==> src/rtl/eth_payload_ser_if.sv <==
// Handshake bundle between the packetizer/FIFO, eth_payload_ser and the MAC framing stage.
// The master side is the environment; the slave side is the serializer.
interface eth_payload_ser_if;
  logic        eth_tx_start;
  logic [15:0] eth_tx_data_num;
  logic [31:0] eth_tx_data;
  logic        mac_ready;
  logic        eth_tx_req;
  logic        eth_tx_done;
  logic [7:0]  mac_data;
  logic        mac_valid;
  logic        mac_last;
  logic        busy;
  logic [15:0] payload_csum;

  modport master (
    output eth_tx_start, eth_tx_data_num, eth_tx_data, mac_ready,
    input  eth_tx_req, eth_tx_done, mac_data, mac_valid, mac_last, busy, payload_csum
  );

  modport slave (
    input  eth_tx_start, eth_tx_data_num, eth_tx_data, mac_ready,
    output eth_tx_req, eth_tx_done, mac_data, mac_valid, mac_last, busy, payload_csum
  );
endinterface

==> src/rtl/eth_payload_ser.sv <==
// Serializes 32-bit FIFO words big-endian into a byte stream for the MAC/UDP stage.
// Optional payload checksum enabled by defining ETH_PAYLOAD_SER_CSUM_EN.
module eth_payload_ser (
  input  logic             sys_clk,
  input  logic             sys_rst_n,
  eth_payload_ser_if.slave bus
);

  typedef enum logic [2:0] {
    S_IDLE,
    S_REQ,
    S_LOAD,
    S_SEND,
    S_DONE
  } state_t;

  state_t      state_q, state_d;
  logic [15:0] bytes_left_q, bytes_left_d;
  logic [13:0] words_left_q, words_left_d;
  logic [1:0]  byte_idx_q, byte_idx_d;
  logic [31:0] word_q, word_d;
  logic [15:0] num_m1;
  logic [7:0]  cur_byte;
  logic        hs;

  always_ff @(posedge sys_clk or negedge sys_rst_n) begin
    if (!sys_rst_n) begin
      state_q      <= S_IDLE;
      bytes_left_q <= 16'd0;
      words_left_q <= 14'd0;
      byte_idx_q   <= 2'd0;
    end else begin
      state_q      <= state_d;
      bytes_left_q <= bytes_left_d;
      words_left_q <= words_left_d;
      byte_idx_q   <= byte_idx_d;
    end
  end

  always_ff @(posedge sys_clk) begin
    word_q <= word_d;
  end

  assign hs = (state_q == S_SEND) && bus.mac_ready;

  always_comb begin
    cur_byte = 8'h00;
    if (state_q == S_SEND) begin
      unique case (byte_idx_q)
        2'd0: cur_byte = word_q[31:24];
        2'd1: cur_byte = word_q[23:16];
        2'd2: cur_byte = word_q[15:8];
        2'd3: cur_byte = word_q[7:0];
      endcase
    end
  end

  // words_left counts reads still owed after the one in flight, so the
  // 65535-byte case (16384 reads) fits in 14 bits without wrapping.
  always_comb begin
    state_d      = state_q;
    bytes_left_d = bytes_left_q;
    words_left_d = words_left_q;
    byte_idx_d   = byte_idx_q;
    word_d       = word_q;
    num_m1       = bus.eth_tx_data_num - 16'd1;
    unique case (state_q)
      S_IDLE: begin
        if (bus.eth_tx_start) begin
          if (bus.eth_tx_data_num != 16'd0) begin
            state_d      = S_REQ;
            bytes_left_d = bus.eth_tx_data_num;
            words_left_d = num_m1[15:2];
          end else begin
            state_d = S_DONE;
          end
        end
      end
      S_REQ: state_d = S_LOAD;
      S_LOAD: begin
        word_d     = bus.eth_tx_data;
        byte_idx_d = 2'd0;
        state_d    = S_SEND;
      end
      S_SEND: begin
        if (hs) begin
          bytes_left_d = bytes_left_q - 16'd1;
          if (bytes_left_q == 16'd1) begin
            state_d = S_DONE;
          end else if (byte_idx_q == 2'd3) begin
            if (words_left_q != 14'd0) begin
              state_d      = S_REQ;
              words_left_d = words_left_q - 14'd1;
            end else begin
              state_d = S_DONE;
            end
          end else begin
            byte_idx_d = byte_idx_q + 2'd1;
          end
        end
      end
      S_DONE: state_d = S_IDLE;
      default: state_d = S_IDLE;
    endcase
  end

  assign bus.eth_tx_req  = (state_q == S_REQ);
  assign bus.eth_tx_done = (state_q == S_DONE);
  assign bus.mac_valid   = (state_q == S_SEND);
  assign bus.mac_last    = (state_q == S_SEND) && (bytes_left_q == 16'd1);
  assign bus.mac_data    = cur_byte;
  assign bus.busy        = (state_q != S_IDLE);

`ifdef ETH_PAYLOAD_SER_CSUM_EN
  logic [15:0] acc_q, acc_d;
  logic [7:0]  hi_q, hi_d;
  logic        phase_q, phase_d;
  logic [15:0] csum_q, csum_d;
  logic [15:0] pair;
  logic [15:0] sum;

  function automatic logic [15:0] ones_add(input logic [15:0] a, input logic [15:0] b);
    logic [16:0] s;
    s = {1'b0, a} + {1'b0, b};
    return s[15:0] + {15'd0, s[16]};
  endfunction

  always_ff @(posedge sys_clk or negedge sys_rst_n) begin
    if (!sys_rst_n) csum_q <= 16'h0000;
    else            csum_q <= csum_d;
  end

  always_ff @(posedge sys_clk) begin
    acc_q   <= acc_d;
    hi_q    <= hi_d;
    phase_q <= phase_d;
  end

  // Even-position bytes wait in hi_q; a trailing odd byte is padded with 8'h00.
  always_comb begin
    acc_d   = acc_q;
    hi_d    = hi_q;
    phase_d = phase_q;
    csum_d  = csum_q;
    pair    = phase_q ? {hi_q, cur_byte} : {cur_byte, 8'h00};
    sum     = ones_add(acc_q, pair);
    if ((state_q == S_IDLE) && bus.eth_tx_start) begin
      acc_d   = 16'h0000;
      phase_d = 1'b0;
      if (bus.eth_tx_data_num == 16'd0) csum_d = 16'h0000;
    end
    if (hs) begin
      phase_d = ~phase_q;
      if (phase_q) acc_d = sum;
      else         hi_d  = cur_byte;
      if (bytes_left_q == 16'd1) csum_d = sum;
    end
  end

  assign bus.payload_csum = csum_q;
`else
  assign bus.payload_csum = 16'h0000;
`endif

endmodule

==> src/flat_wrapper.sv <==
// flat-port wrapper written by rule: the top's interface ports become plain ports
module eth_payload_ser_flat 
  (sys_clk, sys_rst_n, bus_eth_tx_start, bus_eth_tx_data_num, bus_eth_tx_data, bus_mac_ready, bus_eth_tx_req, bus_eth_tx_done, bus_mac_data, bus_mac_valid, bus_mac_last, bus_busy, bus_payload_csum);
  eth_payload_ser_if bus_i ();
  input  logic sys_clk;
  input  logic sys_rst_n;
  input wire logic [$bits(bus_i.eth_tx_start)-1:0] bus_eth_tx_start;
  input wire logic [$bits(bus_i.eth_tx_data_num)-1:0] bus_eth_tx_data_num;
  input wire logic [$bits(bus_i.eth_tx_data)-1:0] bus_eth_tx_data;
  input wire logic [$bits(bus_i.mac_ready)-1:0] bus_mac_ready;
  output wire logic [$bits(bus_i.eth_tx_req)-1:0] bus_eth_tx_req;
  output wire logic [$bits(bus_i.eth_tx_done)-1:0] bus_eth_tx_done;
  output wire logic [$bits(bus_i.mac_data)-1:0] bus_mac_data;
  output wire logic [$bits(bus_i.mac_valid)-1:0] bus_mac_valid;
  output wire logic [$bits(bus_i.mac_last)-1:0] bus_mac_last;
  output wire logic [$bits(bus_i.busy)-1:0] bus_busy;
  output wire logic [$bits(bus_i.payload_csum)-1:0] bus_payload_csum;
  assign bus_i.eth_tx_start = bus_eth_tx_start;
  assign bus_i.eth_tx_data_num = bus_eth_tx_data_num;
  assign bus_i.eth_tx_data = bus_eth_tx_data;
  assign bus_i.mac_ready = bus_mac_ready;
  assign bus_eth_tx_req = bus_i.eth_tx_req;
  assign bus_eth_tx_done = bus_i.eth_tx_done;
  assign bus_mac_data = bus_i.mac_data;
  assign bus_mac_valid = bus_i.mac_valid;
  assign bus_mac_last = bus_i.mac_last;
  assign bus_busy = bus_i.busy;
  assign bus_payload_csum = bus_i.payload_csum;
  eth_payload_ser u_core (.sys_clk(sys_clk), .sys_rst_n(sys_rst_n), .bus(bus_i));
endmodule
==> config.mk <==
export PLATFORM = sky130hd
export DESIGN_NAME = eth_payload_ser_flat
export DESIGN_NICKNAME = d
export VERILOG_FILES = /design/src/rtl/eth_payload_ser_if.sv /design/src/rtl/eth_payload_ser.sv /design/src/flat_wrapper.sv
export SDC_FILE = /design/constraint.sdc
export NUM_CORES = 1
export LEC_CHECK = 0
export BUFFER_PORTS_ARGS = -buffer_cell sky130_fd_sc_hd__buf_2
export CORE_UTILIZATION = 34
export CTS_CLUSTER_DIAMETER = 150
export DETAILED_ROUTE_END_ITERATION = 7
export PLACE_DENSITY = 0.58
export SETUP_SLACK_MARGIN = 0.3
export SLEW_MARGIN = 20
export SYNTH_ARGS = -nofsm -noshare
export SYNTH_HDL_FRONTEND = slang
export SYNTH_SLANG_ARGS = --single-unit
==> constraint.sdc <==
create_clock -name sys_clk -period 4.1 [get_ports sys_clk]
set_input_delay 0.615 -clock sys_clk [delete_from_list [all_inputs] [get_ports sys_clk]]
set_output_delay 0.615 -clock sys_clk [all_outputs]
set_load 0.01 [all_outputs]
Word-level counts from Yosys, hierarchy flattened
Index checks and enable logic that the tools add are counted.
Widths: inputs -> output; s select.

word-level totals
  register bits after elaboration = 67
  input bits = 52

cells by class
  add/sub/neg operators = 4
  equal/unequal tests = 16
  muxes and demuxes = 24
  reductions and logical operators = 13

operators with widths
  kind                   count
  $mux 14                6
  $mux 16                3
  $pmux 16 s2            1
  $pmux 8 s4             1
  $sub 16x1->16 const B  2
  $pmux 14 s2            1
  $mux 3                 6
  $eq 16x1->1 const B    1
  $reduce_bool 16->1     1
  $reduce_bool 14->1     1
  $sub 14x1->14 const B  1
  $pmux 3 s4             1
  $mux 8                 1
  $ne 2x1->1 const B     4
  $reduce_and 4->1       2
  $reduce_and 7->1       1
  $eq 3x2->1 const B     2
  $mux 2                 3
  $ne 2x2->1 const B     3
  $eq 2x2->1 const B     2
  $pmux 2 s2             1
  $reduce_bool 2->1      2
  $eq 3x1->1 const B     1
  $eq 3x3->1 const B     1
  other kinds (8)        9

Longest topological paths before layout
Gate-level depths: netlist of the first run.

  word-level depth = 6
  gate-level depth with buffers = 10

Least setup slack after synthesis of the first run
OpenSTA, ideal clock, no wires.

  path kind = input-to-reg
  from = input port bus_eth_tx_data_num[0]
  to = register u_core.bytes_left_q[6]
  arrival = 2495 ps
  required time = 3976 ps
  path slack = 1482 ps
  stages = 9
  buffers on the path = 3
  cells stage by stage = or4_1 > buf_2 > or3_1 > buf_6 > o31a_1 > buf_2 > a211oi_2 > a41o_1 > nor3_1

between the ends
  cells in the longest elaborated chain, start to end = 3

ends and longest elaborated chain
  what                               line                   source
  start: declaration                 flat_wrapper.sv:8      input wire logic [$bits(bus_i.eth_tx_data_num)-1:0] bus_eth_tx_data_num;
  $reduce_bool 16->1                 eth_payload_ser.sv:70  if (bus.eth_tx_data_num != 16'd0) begin
  $ne 2x1->1 (no source line)        n/a
  $reduce_and 4->1 (no source line)  n/a
  end signal: assignment             eth_payload_ser.sv:34  bytes_left_q <= bytes_left_d;
  end: declaration                   eth_payload_ser.sv:18  logic [15:0] bytes_left_q, bytes_left_d;

Every way passes these cells.
A chain may end at the register's enable or synchronous reset.

Worst setup path after layout of the first run
  from = input port bus_eth_tx_data_num[0]
  to = register u_core.words_left_q[0]

between the ends
  cells in the longest elaborated chain, start to end = 4
  elaborated cells on any way between the ends = 7
  classes of those cells = add/sub: 1; eq/ne: 1; mux: 3; reduce/logical: 2

ends and longest elaborated chain
  what                    line                   source
  $sub 16x1->16           eth_payload_ser.sv:66  num_m1 = bus.eth_tx_data_num - 16'd1;
  $mux 14                 eth_payload_ser.sv:70
  $mux 14                 eth_payload_ser.sv:69  if (bus.eth_tx_start) begin
  $pmux 14 s2             eth_payload_ser.sv:67  unique case (state_q)
  end signal: assignment  eth_payload_ser.sv:35  words_left_q <= words_left_d;
  end: declaration        eth_payload_ser.sv:19  logic [13:0] words_left_q, words_left_d;

Parallel ways exist; a longest one is shown, timed or not. The select of a mux whose other input is x is not followed.

==> results by group, run 1 <==
Synth
  – Post-synth EDFFs: 32
  – Post-synth cell types: 59
  – Mapped Cells: roughly 400
  – Syn_area_per_cell: between 9 and 10 sq um
  – Top_reg_cell synth: dfrtp_1
  – Most frequent cell after synthesis: nor2_1
  – Yosys top cell area share: 0.254
  – Area contributors post-synth: edfxtp_1 25%, dfrtp_1 23%, nor2_1 6.5%
  – Synth top cells by count: 65 x nor2_1, 38 x a21oi_1, 35 x dfrtp_1, 32 x edfxtp_1, 31 x o21ai_0
  – Cell Area, Synth: between 0.003 and 0.004 sq mm
  – #FFs+latches synth: 67
  – Post-synth top area cell: edfxtp_1
  – Post-synthesis sequential area ratio: 0.486
  – Synthesis warning total: 0
  – Ys async rst share: 0.522

Worst hold path
  – Hold Crit Class: input pin to asynchronous set/reset pin

Clocking
  – Worst skew pair latency: between 300 and 400 ps
  – CTS tree: built
  – Max Buffers Root-to-Sink: 2
  – Clock-pin slew on the worst setup and hold paths: about 80 ps
  – Post-CTS Setup Repair Bufs: 0
  – Inserted Clock Buffers: 9
  – Clk sink count: 67
  – H-tree Lvls: 3
  – CTS Root Cell: clkbuf_8
  – Hold buffers post-CTS: 0
  – CTS resizes: 0

Critical path
  – Crit Path Class: input pin to flip-flop
  – Worst path max stage delay: ~670 ps
  – CP Data Arrival Time: ~3000 ps
  – CP endpoint kind: flip-flop
  – Cells along the critical path: buf_2 > or4_1 > or3_1 > nor3_4 > a211o_2 > nor3_1 > a211o_1
  – CP top delay family: simple AND/OR/NAND/NOR gates
  – Critical Path RT: roughly 4300 ps
  – Worst setup SP type: input pin
  – WP buf/inv: 1
  – Worst path slowest cell: or4_1
  – Peak fanout along the critical path: 29

Final layout
  – Fin nets: 510
  – Area Overhead vs Synth: 14.6%
  – FF+latch area: around 0.0018 sq mm
  – Post-route cell area: ~0.0043 sq mm
  – Share of cells above drive strength 1: 0.204
  – Area occupied by multi-input gates: 0.00174 sq mm
  – Fillers: 1,091
  – # diodes: 0

Detailed routing
  – Detailed Route Iter0 Violations: between 200 and 250
  – Via count: between 3,000 and 4,000
  – Wire per inst: 15.2 microns
  – Post-route ant nets: 0
  – Drt via density: between 5 and 6
  – DR pass1 iterations: 5
  – Drt total wl: 9060 microns
  – DRC viols: 0

Global routing
  – Total GRT Usage: 0.165
  – Gr ovfl total: 0
  – Largest net degree at the start of global routing: between 40 and 50
  – Antenna violations before repair: 0
  – Vias in the first global route: approximately 3,000
  – Global-route wire length before repair: roughly 15,000 microns

Floorplanning
  – Die Y: between 100 and 150 microns
  – Die area: 0.0115 sq mm
  – Die width: about 110 microns
  – Cell row count: 38
  – IO Count: 81
  – Starting Density: 0.348
  – Core area: between 0.01 and 0.015 sq mm

Placed design
  – Final HPWL DP: around 6700 microns
  – PortBufs: 64
  – Gp weighted congestion: approximately 0.84
  – DP Area: between 0.004 and 0.005 sq mm
  – Pre-CTS worst setup slack: roughly 920 ps

Power
  – P_leak: 1.70 nW
  – VDD IR max: ~0.36 mV
  – Final Power: approximately 2.9 mW
  – PwrDens: between 600 and 700 mW/mm^2

STA
  – Fin crit share: 0.691
  – Worst slew pin tran: roughly 820 ps
  – Skew final: around 10 ps
  – RSZ-0062 raised after global routing: no
  – Fmax achieved: between 300 and 400 MHz
  – Final setup fails: 0
  – Setup slack after layout: between 1000 and 1500 ps
  – Final Hold Viols: 0
  – Slew headroom: 0.452
  – Tmin final: about 2800 ps
  – Fin Hold WS: 353 ps
  – Slew Limit Fails: 0
  – Setup TNS: 0 ps

Outcome
  – Status: completed

Flow run
  – Max-cap violations: 0
-- placed cells by master (no fill, tap or decap), types with 2 or more instances in the layout --
cell type / synthesis / routed
a32oi_1: 4 / 4
nor4b_1: 2 / 2
a222oi_1: 8 / 8
dfrtp_1: 35 / 35
edfxtp_1: 32 / 32
or3_1: 7 / 7
nand2_1: 13 / 13
ha_1: 8 / 8
nor3_1: 19 / 19
nor2_1: 65 / 64
o31ai_1: 2 / 2
nor4_1: 7 / 7
inv_1: 8 / 8
clkinv_4: 0 / 2
inv_6: 0 / 2
o211ai_1: 2 / 2
a22oi_1: 4 / 4
clkbuf_8: 0 / 9
a21oi_1: 38 / 38
buf_2: 4 / 64
xor2_1: 2 / 2
o22a_1: 7 / 7
buf_4: 17 / 3
nand4_1: 3 / 3
nand3_1: 7 / 7
xnor2_1: 6 / 6
conb_1: 1 / 16
or4_1: 4 / 4
a31oi_1: 4 / 4
and2_1: 5 / 5
nand2b_1: 4 / 4
o41ai_1: 3 / 3
o21ai_0: 31 / 31
-- kinds of logic (layout without fill, tap and decap cells) --
family / count (synthesis) / after routing / share of synthesized area
other cells: 1 / 16 / 0.000993
mux: 1 / 1 / 0.00298
fa+ha+maj: 8 / 8 / 0.0265
flops: 67 / 67 / 0.486
compound gates: 117 / 117 / 0.204
xor+xnor: 8 / 8 / 0.0185
buf+inv: 47 / 92 / 0.0689
simple gates: 146 / 146 / 0.192
-- area by class of cell --
class	count	share of cell area
inverter	9	0.00781
multi-input combinational	296	0.402
clock buffer	10	0.0295
timing repair buffer	67	0.0792
sequential	67	0.424
tap	140	0.0405
clock inverter	6	0.0168
-- metrics by stage --
step / std cells / utilization
detailed placement: 579 / 0.381
global route: 595 / 0.399
finish: 595 / 0.399
floorplan: 410 / -
CTS: 595 / 0.399
global placement: 579 / 0.381
-- worst paths after layout --
kind	startpoint	end	slack, ps	cells past startpoint
worst max-delay path	bus_eth_tx_data_num[0]	u_core.words_left_q[0]	1270	7
worst min-delay path	sys_rst_n	u_core.words_left_q[8]	350	1
worst max register to register	u_core.bytes_left_q[4]	u_core.words_left_q[0]	1460	6
worst min register to register	u_core.words_left_q[13]	u_core.words_left_q[13]	540	1
max in group asynchronous	sys_rst_n	u_core.bytes_left_q[11]	3220	1
min in group sys_clk	bus_eth_tx_data[5]	u_core.word_q[5]	430	1
-- sequential cells by signal, indices dropped and copies added (netlist names) --
name,cells
u_core.bytes_left_q,16
u_core.byte_idx_q,2
u_core.words_left_q,14
u_core.word_q,32
u_core.state_q,3
-- metal layers --
layer | vias up | track usage | routed length [microns]
met3 | 12 | 0.0539 | 684
met2 | 128 | 0.267 | 4200
li1 | 1547 | - | -
met5 | - | 0 | 0
met4 | 0 | 0.0509 | 178
met1 | 1510 | 0.210 | 4000
-- report_power, final --
group          switching [mW]  total, mW  internal [mW]
logic                   0.731       1.19          0.463
clock network           0.279      0.567          0.287
registers               0.199       1.13          0.936
Note: power is estimated with default switching activity, not from simulation.
==> run 2: changes to the inputs <==
Settings changed: ABC_AREA set to 1, PLACE_DENSITY 0.58 to 0.57.
Clock period 4.1 ns to 2.7 ns, I/O delays scaled along.
==> run 2 against run 1 <==
Final area up 16%; critical endpoint is now bus_mac_data[7]; global-route usage rose by 2.0 points; routed wire length is 27% higher; critical path depth shrank 1; flip-flop and latch count did not move; via count up 28%; sequential power up 64%; die area grew 15%; non-clock buffer count did not move; worst hold slack worse by 180 ps; critical path type is now flip-flop to primary output; total power rose by 97%; sequential share of layout area shrank 6.0 points.
==> results by group, run 2 <==
Outcome
  – Status: completed

Critical path
  – R2r setup slk: 720 ps (-740 ps)
  – WP buf/inv: 3 (+2)
  – Critical path depth: 6 (-1)
  – Worst path max stage delay: 400 ps (-270 ps)
  – R2r worst-path depth: 7 (+1)
  – CP top delay family: buffers and inverters
  – CP endpoint kind: primary output
  – CP Data Arrival Time: 1780 ps (-1290 ps)
  – Worst setup SP type: flip-flop
  – R2r endpoint: u_core.words_left_q[4]
  – Critical Path Source: u_core.state_q[2]
  – Cells along the critical path: inv_2 > nand3_2 > clkinv_2 > o21ai_0 > a31oi_1 > buf_2
  – Worst path slowest cell: dfrtp_1
  – Critical Path RT: 2300 ps (-2040 ps)
  – Crit Reg-Reg Startpoint: u_core.state_q[1]
  – Timing endpoint of the critical path: bus_mac_data[7]
  – Peak fanout along the critical path: 26 (-10%)
  – Crit Path Class: flip-flop to primary output

Detailed routing
  – Met3 Wirelength: 812 microns (+19%)
  – DR pass1 iterations: 5 (unchanged)
  – Drt total wl: 11,500 microns (+27%)
  – Detailed Route Iter0 Violations: 324 (+36%)
  – Highest Signal Layer: met4
  – DRC viols: 0 (unchanged)
  – Drt via density: 4.84 (-9.9%)
  – Post-route ant nets: 0 (unchanged)
  – Met1 wire length: 5440 microns (+36%)
  – WL met2: 5130 microns (+22%)
  – Via count: 4,095 (+28%)
  – Wire per inst: 13.6 microns (-11%)

Floorplanning
  – Die area: 0.0133 sq mm (+15%)
  – Cell row count: 40 (+5.3%)
  – Die Y: 115 microns (+7.2%)
  – IO Count: 81 (unchanged)
  – Core area: 0.0123 sq mm (+13%)
  – Die width: 115 microns (+7.2%)
  – Starting Density: 0.355 (+0.00665)

Power
  – Final Power: 5.69 mW (+97%)
  – VDD IR max: 0.564 mV (+59%)
  – P_leak: 2.41 nW (+42%)
  – PwrDens: 1130 mW/mm^2 (+69%)

Final layout
  – Largest register FFs: 32 (unchanged)
  – Largest regs: u_core.word_q: 32 flops, u_core.bytes_left_q: 16 flops, u_core.words_left_q: 14 flops
  – Commonest non-fill, non-tap cell in the layout: nand2_1
  – Area Overhead vs Synth: 15.7%
  – Area occupied by multi-input gates: 0.00213 sq mm (+22%)
  – Commonest non-fill, non-tap cells in the layout: 190 x nand2_1, 85 x nor2_1, 64 x buf_2, 59 x nand3_1, 56 x inv_1
  – Number of non-filler instances in the completed layout: 846 (+42%)
  – Most flop-heavy register: u_core.word_q
  – Share of cells above drive strength 1: 0.155 (-0.0495)
  – Core Util, Final: 0.411 (+0.0116)
  – Fin nets: 733 (+44%)
  – Fillers: 1,263 (+16%)
  – FF+latch area: 0.00184 sq mm (unchanged)
  – Post-route cell area: 0.00504 sq mm (+16%)
  – # diodes: 0 (unchanged)

Global routing
  – Global-route wire length before repair: 18,700 microns (+27%)
  – Largest net degree at the start of global routing: 39 (-13%)
  – Vias in the first global route: 3,848 (+27%)
  – Antenna violations before repair: 0 (unchanged)
  – Total GRT Usage: 0.185 (+0.0200)
  – Gr ovfl total: 0 (unchanged)

Clocking
  – Hold buffers post-CTS: 0 (unchanged)
  – Clk sink count: 67 (unchanged)
  – Max Buffers Root-to-Sink: 2 (unchanged)
  – Post-CTS Setup Repair Bufs: 0 (unchanged)
  – CTS resizes: 0 (unchanged)
  – Clock-pin slew on the worst setup and hold paths: 60 ps (-20 ps)
  – CTS Root Cell: clkbuf_16
  – H-tree Lvls: 3 (unchanged)
  – Worst skew pair latency: 340 ps (about the same)
  – Inserted Clock Buffers: 9 (unchanged)
  – CTS tree: built

Synth
  – Cell Area, Synth: 0.00435 sq mm (+15%)
  – Post-synth top area cell: edfxtp_1
  – Yosys top cell area share: 0.221 (-0.0337)
  – Most frequent cell after synthesis: nand2_1
  – Mapped Cells: 613 (+55%)
  – Syn_area_per_cell: 7.10 sq um (-26%)
  – Top_reg_cell synth: dfrtp_1
  – Post-synthesis sequential area ratio: 0.422 (-0.0644)
  – #FFs+latches synth: 67 (unchanged)
  – Area contributors post-synth: edfxtp_1 22%, dfrtp_1 20%, nand2_1 16%
  – Post-synth EDFFs: 32 (unchanged)
  – Synthesis warning total: 0 (unchanged)
  – Ys async rst share: 0.522 (unchanged)
  – Synth top cells by count: 190 x nand2_1, 86 x nor2_1, 59 x nand3_1, 57 x inv_1, 54 x o21ai_0
  – Post-synth cell types: 34 (-42%)

Flow run
  – Max-cap violations: 0 (unchanged)

STA
  – Final setup fails: 0 (unchanged)
  – Slew headroom: 0.419 (-0.0328)
  – Skew final: 8.31 ps (-1.52 ps)
  – Tmin final: ~2200 ps
  – Fin Hold WS: 175 ps (-178 ps)
  – Setup slack after layout: 512 ps (-755 ps)
  – Worst slew pin tran: 871 ps (+49.2 ps)
  – Slew Limit Fails: 0 (unchanged)
  – Final Hold Viols: 0 (unchanged)
  – Fin crit share: 0.810
  – Setup TNS: 0 ps (unchanged)
  – RSZ-0062 raised after global routing: no
  – Fmax achieved: between 400 and 500 MHz

Worst hold path
  – Hold Crit Class: input pin to asynchronous set/reset pin

Placed design
  – Gp weighted congestion: 0.877 (+4.8%)
  – Post-Place Cells: 830 (+43%)
  – DP Area: 0.00475 sq mm (+15%)
  – Pre-CTS worst setup slack: 738 ps (-178 ps)
  – Final HPWL DP: 8480 microns (+27%)
  – PortBufs: 64 (unchanged)
-- run 2: power by group --
group | leakage (nW) | internal [mW] | switching, mW | total (mW)
logic | 1.53 | 0.857 | 1.85 | 2.71
registers | 0.739 | 1.54 | 0.310 | 1.85
clock network | 0.142 | 0.637 | 0.495 | 1.13
-- run 2: final cells by class --
cell class	count	area share
clock inverters	7	0.0119
repair buffers	67	0.0681
well taps	168	0.0417
multi-input cells	467	0.423
inverters	61	0.0462
clock buffers	9	0.0447
flip-flops and latches	67	0.365
-- run 2: logic make-up after synthesis --
kind of cell | after synthesis | synth area share
and+or+nand+nor | 358 | 0.344
xor gates and xnor gates | 4 | 0.00805
DFF | 67 | 0.422
adders and majority gates | 8 | 0.0230
buffers and inverters | 94 | 0.103
other | 1 | 0.000861
AOI/OAI and AO/OA | 81 | 0.0994
-- run 2: how the worst min path moves through the flow --
stage                     slack (ps)               startpoint                      end  cells past startpoint
after CTS                        210                sys_rst_n   u_core.bytes_left_q[7]                      1
final                            170                sys_rst_n   u_core.bytes_left_q[8]                      1
after floorplan                  110                sys_rst_n     u_core.byte_idx_q[0]                      0
after global routing             220      bus_eth_tx_data[13]        u_core.word_q[13]                      1
after detailed placement         500  u_core.bytes_left_q[13]  u_core.bytes_left_q[13]                      2
after global placement           490  u_core.bytes_left_q[13]  u_core.bytes_left_q[13]                      2
-- run 2: per-layer routing --
layer,vias up,global-route usage
met4,0,0.0632
li1,2073,-
met5,-,0
met1,1873,0.256
met3,10,0.0453
met2,139,0.283
==> run 3: changes to the inputs <==
Settings changed: PLACE_DENSITY 0.57 to 0.59.
Clock period 2.7 ns to 1.9 ns, I/O delays scaled along.
==> run 3 against run 2 <==
Total power increased by 86%; flip-flop and latch count unchanged; combinational power increased by 130%; setup slack got worse by 510 ps; clock power increased by 45%; global-route usage increased by 0.47 points; cell count increased by 6.1%; first-iteration DRC count decreased by 12%; critical path type unchanged.
==> results by group, run 3 (synthesis gave the netlist of run 2 again) <==
Floorplanning
  – Core area: 0.0123 sq mm (unchanged)
  – Die width: 115 microns (unchanged)
  – Die area: 0.0133 sq mm (unchanged)
  – Cell row count: 40 (unchanged)
  – Starting Density: 0.355 (unchanged)
  – Die Y: 115 microns (unchanged)
  – IO Count: 81 (unchanged)

Clocking
  – H-tree Lvls: 3 (unchanged)
  – Max Buffers Root-to-Sink: 2 (unchanged)
  – Inserted Clock Buffers: 9 (unchanged)
  – CTS Root Cell: clkbuf_16
  – Clock-pin slew on the worst setup and hold paths: 60 ps (about the same)
  – Clk sink count: 67 (unchanged)
  – CTS tree: built
  – Worst skew pair latency: 350 ps (about the same)

Critical path
  – WP buf/inv: 4 (+1)
  – Worst path max stage delay: 390 ps (about the same)
  – Cells along the critical path: inv_2 > nand3_4 > buf_12 > buf_12 > nor3_4 > buf_2
  – Worst path slowest cell: dfrtp_1
  – Worst setup SP type: flip-flop
  – CP endpoint kind: primary output
  – CP Data Arrival Time: 1610 ps (-170 ps)
  – CP top delay family: buffers and inverters
  – Peak fanout along the critical path: 15 (-42%)
  – Critical Path RT: 1620 ps (-680 ps)
  – Crit-path most repeated cell: buf_12
  – Crit Path Class: flip-flop to primary output

STA
  – Final Hold Viols: 0 (unchanged)
  – RSZ-0062 raised after global routing: yes
  – Tmin final: ~1900 ps
  – Fmax achieved: approximately 530 MHz
  – Final setup fails: 0 (unchanged)
  – Skew final: 6.52 ps (-1.79 ps)
  – Slew Limit Fails: 0 (unchanged)
  – Fin crit share: 0.999

Final layout
  – Commonest non-fill, non-tap cell in the layout: nand2_1
  – Share of cells above drive strength 1: 0.355 (+0.200)
  – Fillers: 1,156 (-8.5%)
  – Area Overhead vs Synth: 42.2%
  – Commonest non-fill, non-tap cells in the layout: 152 x nand2_1, 65 x nor2_1, 61 x buf_2, 51 x nand3_1, 46 x inv_1
  – # diodes: 0 (unchanged)
  – Largest regs: u_core.word_q: 32 flops, u_core.bytes_left_q: 16 flops, u_core.words_left_q: 14 flops
  – Most flop-heavy register: u_core.word_q
  – Core Util, Final: 0.505 (+0.0943)
  – Fin nets: 785 (+7.1%)
  – Largest register FFs: 32 (unchanged)

Outcome
  – Status: completed

Global routing
  – Largest net degree at the start of global routing: 25 (-36%)
  – Gr ovfl total: 0 (unchanged)
  – Vias in the first global route: 3,999 (+3.9%)
  – Total GRT Usage: 0.190 (+0.00465)
  – Global-route wire length before repair: 19,200 microns (+2.7%)
  – Antenna violations before repair: 0 (unchanged)

Power
  – P_leak: 2.87 nW (+19%)
  – Final Power: 10.6 mW (+86%)
  – VDD IR max: 0.667 mV (+18%)
  – PwrDens: 1710 mW/mm^2 (+51%)

Detailed routing
  – DR pass1 iterations: 5 (unchanged)
  – Wire per inst: 14.2 microns (+4.2%)
  – Drt via density: 4.91 (+1.5%)
  – Detailed Route Iter0 Violations: 285 (-12%)
  – Via count: 4,410 (+7.7%)
  – Post-route ant nets: 0 (unchanged)
  – Drt total wl: 12,700 microns (+11%)
  – DRC viols: 0 (unchanged)

Placed design
  – Gp weighted congestion: 0.949 (+8.2%)
  – PortBufs: 64 (unchanged)
  – Final HPWL DP: 8480 microns (about the same)

Flow run
  – Max-cap violations: 0 (unchanged)

Worst hold path
  – Hold Crit Class: input pin to flip-flop
==> run 3: repair_timing <==
action | 4_1_cts | 5_1_grt
endpoints found under the hold margin | 15 | 0
buffers inserted | 17 | 20
cloned | 1 | 0
pin swaps | 16 | 30
resized for setup | 47 | 168
hold buffers | 1 | 0
setup endpoints to repair | 40 | 46
==> run 3: final timing paths <==
check	start	end	slack, ps	depth (start not counted)
max	u_core.state_q[2]	bus_mac_last	2	6
min	bus_eth_tx_data[0]	u_core.word_q[0]	110	1
max reg2reg	u_core.state_q[2]	u_core.bytes_left_q[12]	120	12
min reg2reg	u_core.words_left_q[1]	u_core.words_left_q[1]	520	2
max in group asynchronous	sys_rst_n	u_core.state_q[1]	1020	3
min in group asynchronous	sys_rst_n	u_core.bytes_left_q[5]	400	2
==> run 3: layer usage <==
layer / GRT usage / routed length, microns
met1: 0.243 / 5370
met4: 0.0753 / 299
met2: 0.307 / 6240
met5: 0 / 0
met3: 0.0480 / 840
==> run 3: area by class of cell <==
| type | count | area, sq um | share of cell area |
|---|---|---|---|
| Clock inverter | 7 | 65.1 | 0.0105 |
| Timing Repair Buffer | 119 | 917 | 0.148 |
| Multi-Input combinational cell | 467 | 2670 | 0.430 |
| Clock buffer | 9 | 225 | 0.0364 |
| Sequential cell | 67 | 1840 | 0.298 |
| Inverter | 61 | 268 | 0.0432 |
| Tap cell | 168 | 210 | 0.0339 |
==> run 3: metrics by stage <==
step	instance area [sq um]	setup slack, ps	setup TNS (ps)	cells	hold slack [ps]
after floorplan	4420	328	0	628	-10.6
after global placement	4880	168	0	843	245
after detailed placement	4880	107	0	843	246
after CTS	5490	50.8	0	878	100
after global routing	6190	-81.3	-449	898	98.2
final	6190	2.29	0	898	108
==> run 3: where the power goes <==
part	switching (mW)	internal, mW
sequential	0.539	2.19
combinational	3.67	2.54
clock	0.727	0.917
